File: src/rtl/aes_pkg.sv
// Shared AES definitions: output-streamer state encoding and stream geometry.
`timescale 1ns/1ps
package aes_pkg;

  typedef enum logic [1:0] {
    ST_IDLE  = 2'd0,
    ST_FETCH = 2'd1,
    ST_LATCH = 2'd2,
    ST_SEND  = 2'd3
  } aes_out_state_t;

  localparam int OUT_FIFO_DATA_WIDTH_DEF = 128;
  localparam int AXIS_DATA_WIDTH_DEF     = 32;

  // Stream words carried by one AES block.
  function automatic int words_per_blk(input int blk_w, input int word_w);
    return blk_w / word_w;
  endfunction

  localparam int WORDS_PER_BLK = words_per_blk(OUT_FIFO_DATA_WIDTH_DEF, AXIS_DATA_WIDTH_DEF);

endpackage

File: src/rtl/aes_blk_serializer.sv
// Holds one AES block and presents it one stream word at a time, most
// significant word first; flags the final word of the block.
`timescale 1ns/1ps
module aes_blk_serializer
  import aes_pkg::*;
#(
  parameter int BLK_W  = OUT_FIFO_DATA_WIDTH_DEF,
  parameter int WORD_W = AXIS_DATA_WIDTH_DEF,
  parameter int WPB    = WORDS_PER_BLK
) (
  input  logic              clk,
  input  logic              reset,
  input  logic              load,
  input  logic [BLK_W-1:0]  blk,
  input  logic              advance,
  output logic [WORD_W-1:0] word,
  output logic              last_word
);

  localparam int               IDX_W    = (WPB > 1) ? $clog2(WPB) : 1;
  localparam logic [IDX_W-1:0] LAST_IDX = IDX_W'(WPB - 1);

  logic [BLK_W-1:0] shreg;
  logic [IDX_W-1:0] word_idx;

  // Load a fresh block, or shift the next word up to the output window.
  always_ff @(posedge clk or negedge reset) begin
    if (!reset) begin
      shreg    <= '0;
      word_idx <= '0;
    end else if (load) begin
      shreg    <= blk;
      word_idx <= '0;
    end else if (advance) begin
      shreg    <= shreg << WORD_W;
      word_idx <= last_word ? '0 : word_idx + 1'b1;
    end
  end

  assign word      = shreg[BLK_W-1 -: WORD_W];
  assign last_word = (word_idx == LAST_IDX);

endmodule

File: src/rtl/aes_out_streamer.sv
// Drains AES result blocks from the output FIFO memory and sends them as a
// 32-bit AXI4-Stream; started by en, finished with a one-cycle en_o pulse.
`timescale 1ns/1ps
module aes_out_streamer
  import aes_pkg::*;
#(
  parameter int OUT_FIFO_ADDR_WIDTH = 9,
  parameter int OUT_FIFO_DATA_WIDTH = OUT_FIFO_DATA_WIDTH_DEF,
  parameter int AXIS_DATA_WIDTH     = AXIS_DATA_WIDTH_DEF
) (
  input  logic                           clk,
  input  logic                           reset,
  input  logic                           en,
  input  logic [OUT_FIFO_ADDR_WIDTH-1:0] blk_cnt,
  input  logic [0:OUT_FIFO_DATA_WIDTH-1] out_fifo_data,
  output logic                           out_fifo_r_e,
  output logic [OUT_FIFO_ADDR_WIDTH-1:0] out_fifo_addr,
  output logic [AXIS_DATA_WIDTH-1:0]     m_axis_tdata,
  output logic                           m_axis_tvalid,
  input  logic                           m_axis_tready,
  output logic                           m_axis_tlast,
  output logic                           busy,
  output logic                           en_o
);

  localparam int WPB = words_per_blk(OUT_FIFO_DATA_WIDTH, AXIS_DATA_WIDTH);
  localparam logic [OUT_FIFO_ADDR_WIDTH-1:0] ONE = OUT_FIFO_ADDR_WIDTH'(1);

  aes_out_state_t                 state, state_d;
  logic [OUT_FIFO_ADDR_WIDTH-1:0] remaining, remaining_d;
  logic [OUT_FIFO_ADDR_WIDTH-1:0] read_ptr, read_ptr_d;
  logic                           r_e_d, tvalid_d, en_o_d;
  logic                           ser_load, ser_adv, ser_last;
  logic [AXIS_DATA_WIDTH-1:0]     ser_word;
  logic                           hs;

  assign hs = m_axis_tvalid && m_axis_tready;

  // Next-state, counters and registered-output values.
  always_comb begin
    state_d     = state;
    remaining_d = remaining;
    read_ptr_d  = read_ptr;
    r_e_d       = 1'b0;
    tvalid_d    = m_axis_tvalid;
    en_o_d      = 1'b0;
    ser_load    = 1'b0;
    ser_adv     = 1'b0;
    case (state)
      ST_IDLE: begin
        if (en) begin
          remaining_d = blk_cnt;
          read_ptr_d  = '0;
          if (blk_cnt == '0) begin
            en_o_d = 1'b1;
          end else begin
            state_d = ST_FETCH;
            r_e_d   = 1'b1;
          end
        end
      end
      ST_FETCH: state_d = ST_LATCH;
      ST_LATCH: begin
        ser_load = 1'b1;
        tvalid_d = 1'b1;
        state_d  = ST_SEND;
      end
      ST_SEND: begin
        if (hs) begin
          ser_adv = 1'b1;
          if (ser_last) begin
            remaining_d = remaining - ONE;
            read_ptr_d  = read_ptr + ONE;
            tvalid_d    = 1'b0;
            if (remaining == ONE) begin
              en_o_d  = 1'b1;
              state_d = ST_IDLE;
            end else begin
              r_e_d   = 1'b1;
              state_d = ST_FETCH;
            end
          end
        end
      end
      default: state_d = ST_IDLE;
    endcase
  end

  // State, counters and every registered output; reset clears all at once.
  always_ff @(posedge clk or negedge reset) begin
    if (!reset) begin
      state         <= ST_IDLE;
      remaining     <= '0;
      read_ptr      <= '0;
      out_fifo_r_e  <= 1'b0;
      m_axis_tvalid <= 1'b0;
      en_o          <= 1'b0;
      busy          <= 1'b0;
    end else begin
      state         <= state_d;
      remaining     <= remaining_d;
      read_ptr      <= read_ptr_d;
      out_fifo_r_e  <= r_e_d;
      m_axis_tvalid <= tvalid_d;
      en_o          <= en_o_d;
      busy          <= (state_d != ST_IDLE);
    end
  end

  assign out_fifo_addr = read_ptr;

  aes_blk_serializer #(
    .BLK_W  (OUT_FIFO_DATA_WIDTH),
    .WORD_W (AXIS_DATA_WIDTH),
    .WPB    (WPB)
  ) u_ser (
    .clk       (clk),
    .reset     (reset),
    .load      (ser_load),
    .blk       (out_fifo_data),
    .advance   (ser_adv),
    .word      (ser_word),
    .last_word (ser_last)
  );

  // Data and last are decoded from registers only, zero whenever not valid.
  assign m_axis_tdata = m_axis_tvalid ? ser_word : '0;
  assign m_axis_tlast = m_axis_tvalid && ser_last && (remaining == ONE);

endmodule

File: config.mk
export PLATFORM = sky130hd
export DESIGN_NAME = aes_out_streamer
export DESIGN_NICKNAME = d
export VERILOG_FILES = /design/src/rtl/aes_pkg.sv /design/src/rtl/aes_blk_serializer.sv /design/src/rtl/aes_out_streamer.sv
export SDC_FILE = /design/constraint.sdc
export NUM_CORES = 1
export LEC_CHECK = 0
export CORE_MARGIN = 2
export CORE_UTILIZATION = 29
export DETAILED_ROUTE_END_ITERATION = 16
export PLACE_DENSITY = 0.59
export SYNTH_ARGS = -nofsm -noshare
export SYNTH_HDL_FRONTEND = slang
export SYNTH_HIERARCHICAL = 1
export SYNTH_SLANG_ARGS = --single-unit
File: constraint.sdc
create_clock -name clk -period 3.4 [get_ports clk]
set_clock_uncertainty 0.05 [all_clocks]
set_input_delay 0.34 -clock clk [delete_from_list [all_inputs] [get_ports clk]]
set_output_delay 0.34 -clock clk [all_outputs]
set_load 0.01 [all_outputs]
==> flow_summary.ini <==
[drt]
drt_iter0_markers = 345
ant_nets = 0
vias = 5903
vias_per_cell = 4.612
wire_per_inst_um = 14.54
routed_wl_mm = 18.61
drc = 0
dr.pass1.iters = 6

[min_path]
worstHoldStart = out_fifo_data[22]
hold_class = primary input to flip-flop
hold_end = u_ser/shreg[105]$_DFFE_PN0P_
hold_depth = 3

[finish]
final_cell_mix = 185 x clkdlybuf4s50_1, 154 x dfrtp_1, 143 x nand2_1
n_fill_cell = 2620
drive_above_1_share_pct = 5.620
final_nets = 1079
layout_commonest_cell = clkdlybuf4s50_1
syn2layout_area_growth_pct = 31.78
fin_cells = 1280

[setup_path]
timing.reg2reg.setup_slack_ps = 780
crit_family = simple AND/OR/NAND/NOR gates
critPathBufInv = 1
r2r_cells = 5
slowest_stage = nor4_1
arrival_ps = 2420
cp-end-kind = output port
crit_type = flip-flop to output port
r2r-end = out_fifo_addr[7]$_DFFE_PN0P_
rr_startpoint = state[1]$_DFF_PN0_
required_ps = 3010
worst_path_largest_cell_delay_ps = 580
worstPathMaxFanout = 6
crit_start = remaining[6]$_DFFE_PN0P_
cp-start-kind = flip-flop
path_cells = nor4_1 > nand4_1 > nor2_1 > clkdlybuf4s50_1

[grt]
antenna_found_initial = 2
grt_max_degree = 75
grt.total_usage_pct = 13.57
grt-ovfl-total = 0
grt_pass1_vias = 6008
grt_pass1_wl_mm = 30.90

[job]
maxCapViolations = 0

[die]
initial_core_util_pct = 29.64
coreArea_sq_mm = 0.02621
design.portCount = 187
dieHeight_um = 167.7
die_x_um = 167.7
num_rows = 59
die-area_sq_mm = 0.02811

[synth]
ys_types = 45
yosys.area.top_type = dfrtp_1
seq_area_frac_synth_pct = 49.61
syn-num-nets = 945
ys_warn_count = 6
synth_top_area_share_pct = 49.61
synth.area.top_cells = dfrtp_1 50%, mux2i_1 13%, nand2_1 6.9%, o21ai_1 5.2%, buf_4 3.8%
synth_edf_count = 0
syn_inst = 796
syn_area_sq_mm = 0.007769
avgSynthCellArea_sq_um = 9.760
synthFlopType = dfrtp_1
ys_ff_latch = 154
async_flop_share_pct = 100.0

[status]
status = completed

[timing]
timing.final.crit_share_pct = 82.61
worst_pin_slew_ps = 808.7
relSlewSlack_pct = 46.09
hold_viol = 0
rsz0062_at_grt = false
period_needed_ps = 2809
drv_slew = 0
fin_tns_setup_ps = 0
clock.fmax_mhz = 356.0
finalSetupViolations = 0

[clock_network]
clock_sinks = 154
cts-htree-levels = 4
cts_resized = 0
cts_tree = yes
clockRootBuffer = clkbuf_16
cts.reportedPaths.clkPinSlew_ps = 70
cts_buffers = 17
cts_buffer_depth = 2
clock_latency_ps = 420

[placement]
portBuffers = 186
dp.cells = 1245
dpl.hpwl_mm = 12.74
place_congestion = 0.7819

[pwr]
p_clk_share_pct = 22.8
power_leakage_uw = 0.003982
vdd_ir_drop_max_mv = 0.2731
power_frac_seq_pct = 38.6
power_switching_uw = 2868
swShare_pct = 35.16
p_per_area_mw_per_mm2 = 796.8
combPwrFrac_pct = 38.6
intPower_uw = 5288
-- worst register-to-register path: stages, from the launching register on --
cell     delay (ps)
dfrtp_1         450
ha_1            730
mux2i_1         280
a211o_1         390
or4_1           480
a21oi_1         160
-- layer usage --
layer	track usage (%)	routed length, um
met5	0	13
met4	3.970	168
met3	3.167	884
met2	20.80	8297
met1	19.12	9247
-- power groups by stage --
stage	clock, uW	combinational (uW)	sequential [uW]
after floorplan	0	2420	3020
after global placement	0	3140	3160
after detailed placement	0	3200	3180
after CTS	1930	3200	3160
after global routing	2010	3570	3260
final	1860	3150	3150
-- timing repair --
action	CTS	global route
hold buffers	1	0
endpoints found under the hold margin	70	0
buffers inserted	0	0
-- state kept, by name, summed over array words and instances (netlist names) --
name	flops
state	2
u_ser/shreg	128
m_axis_tvalid	1
out_fifo_addr	9
remaining	9
busy	1
out_fifo_r_e	1
en_o	1
u_ser/word_idx	2
-- final cells by class --
cell class | count | area (sq um) | share of cell area (%)
diodes | 2 | 5.005 | 0.04889
multi-input cells | 549 | 3328 | 32.51
clock inverters | 13 | 118.9 | 1.161
flip-flops and latches | 154 | 3854 | 37.64
repair buffers | 199 | 2026 | 19.79
well taps | 335 | 419.2 | 4.094
inverters | 9 | 33.78 | 0.3300
clock buffers | 19 | 452.9 | 4.424
-- Yosys cell counts, types with 2 or more instances --
master	number
buf_8	8
a211o_1	2
nand3_1	7
a21o_1	2
mux2i_1	98
o21ai_0	58
and3_1	3
nor3b_1	2
ha_1	8
nand2_1	143
nor2_1	17
dfrtp_1	154
a211oi_1	2
or4_1	3
nand4_1	3
buf_4	39
and2_1	32
or3_1	2
xnor2_1	3
o21ai_1	80
o21bai_1	3
o211ai_1	2
or2_2	3
o22ai_1	6
a31oi_1	3
nand2b_1	33
a21oi_1	14
o31ai_1	2
nor4_1	3
inv_1	9
buf_2	15
clkbuf_1	21
nor3_1	4
-- through the flow --
stage	util [%]	hold WS (ps)	power [uW]	setup slack [ps]	cell area (sq um)
after global routing	39.05	410.0	8849	340.8	10230
after floorplan	-	-5.591	5444	1326	7769
after detailed placement	36.83	382.7	6381	836.3	9651
after CTS	39.05	389.5	8291	579.7	10230
final	39.06	415.2	8157	591.2	10240
after global placement	36.83	381.1	6292	891.7	9651
-- how the worst max path moves through the flow --
stage                                   end  cells past startpoint  slack, ps
2_1_floorplan  u_ser/shreg[100]$_DFFE_PN0P_                      9       1330
3_3_place_gp   out_fifo_addr[7]$_DFFE_PN0P_                      5        890
3_5_place_dp   out_fifo_addr[7]$_DFFE_PN0P_                      5        840
4_1_cts                        m_axis_tlast                      4        580
5_1_grt                        m_axis_tlast                      4        340
6_report                       m_axis_tlast                      4        590
-- cells by family (layout without fill, tap and decap cells) --
family                   count (synthesis)  after routing  share of synthesized area [%]
AND/OR/NAND/NOR                        258            258                          15.62
AO/OA/AOI/OAI                          180            180                          12.48
adder cells (fa/ha/maj)                  8              8                          1.289
buffers and inverters                   93            240                          7.779
flip-flops                             154            154                          49.61
XOR/XNOR                                 4              4                         0.4510
multiplexers                            99             99                          12.77
other                                    0              2                              0
Power figures use the tool's default switching activity.
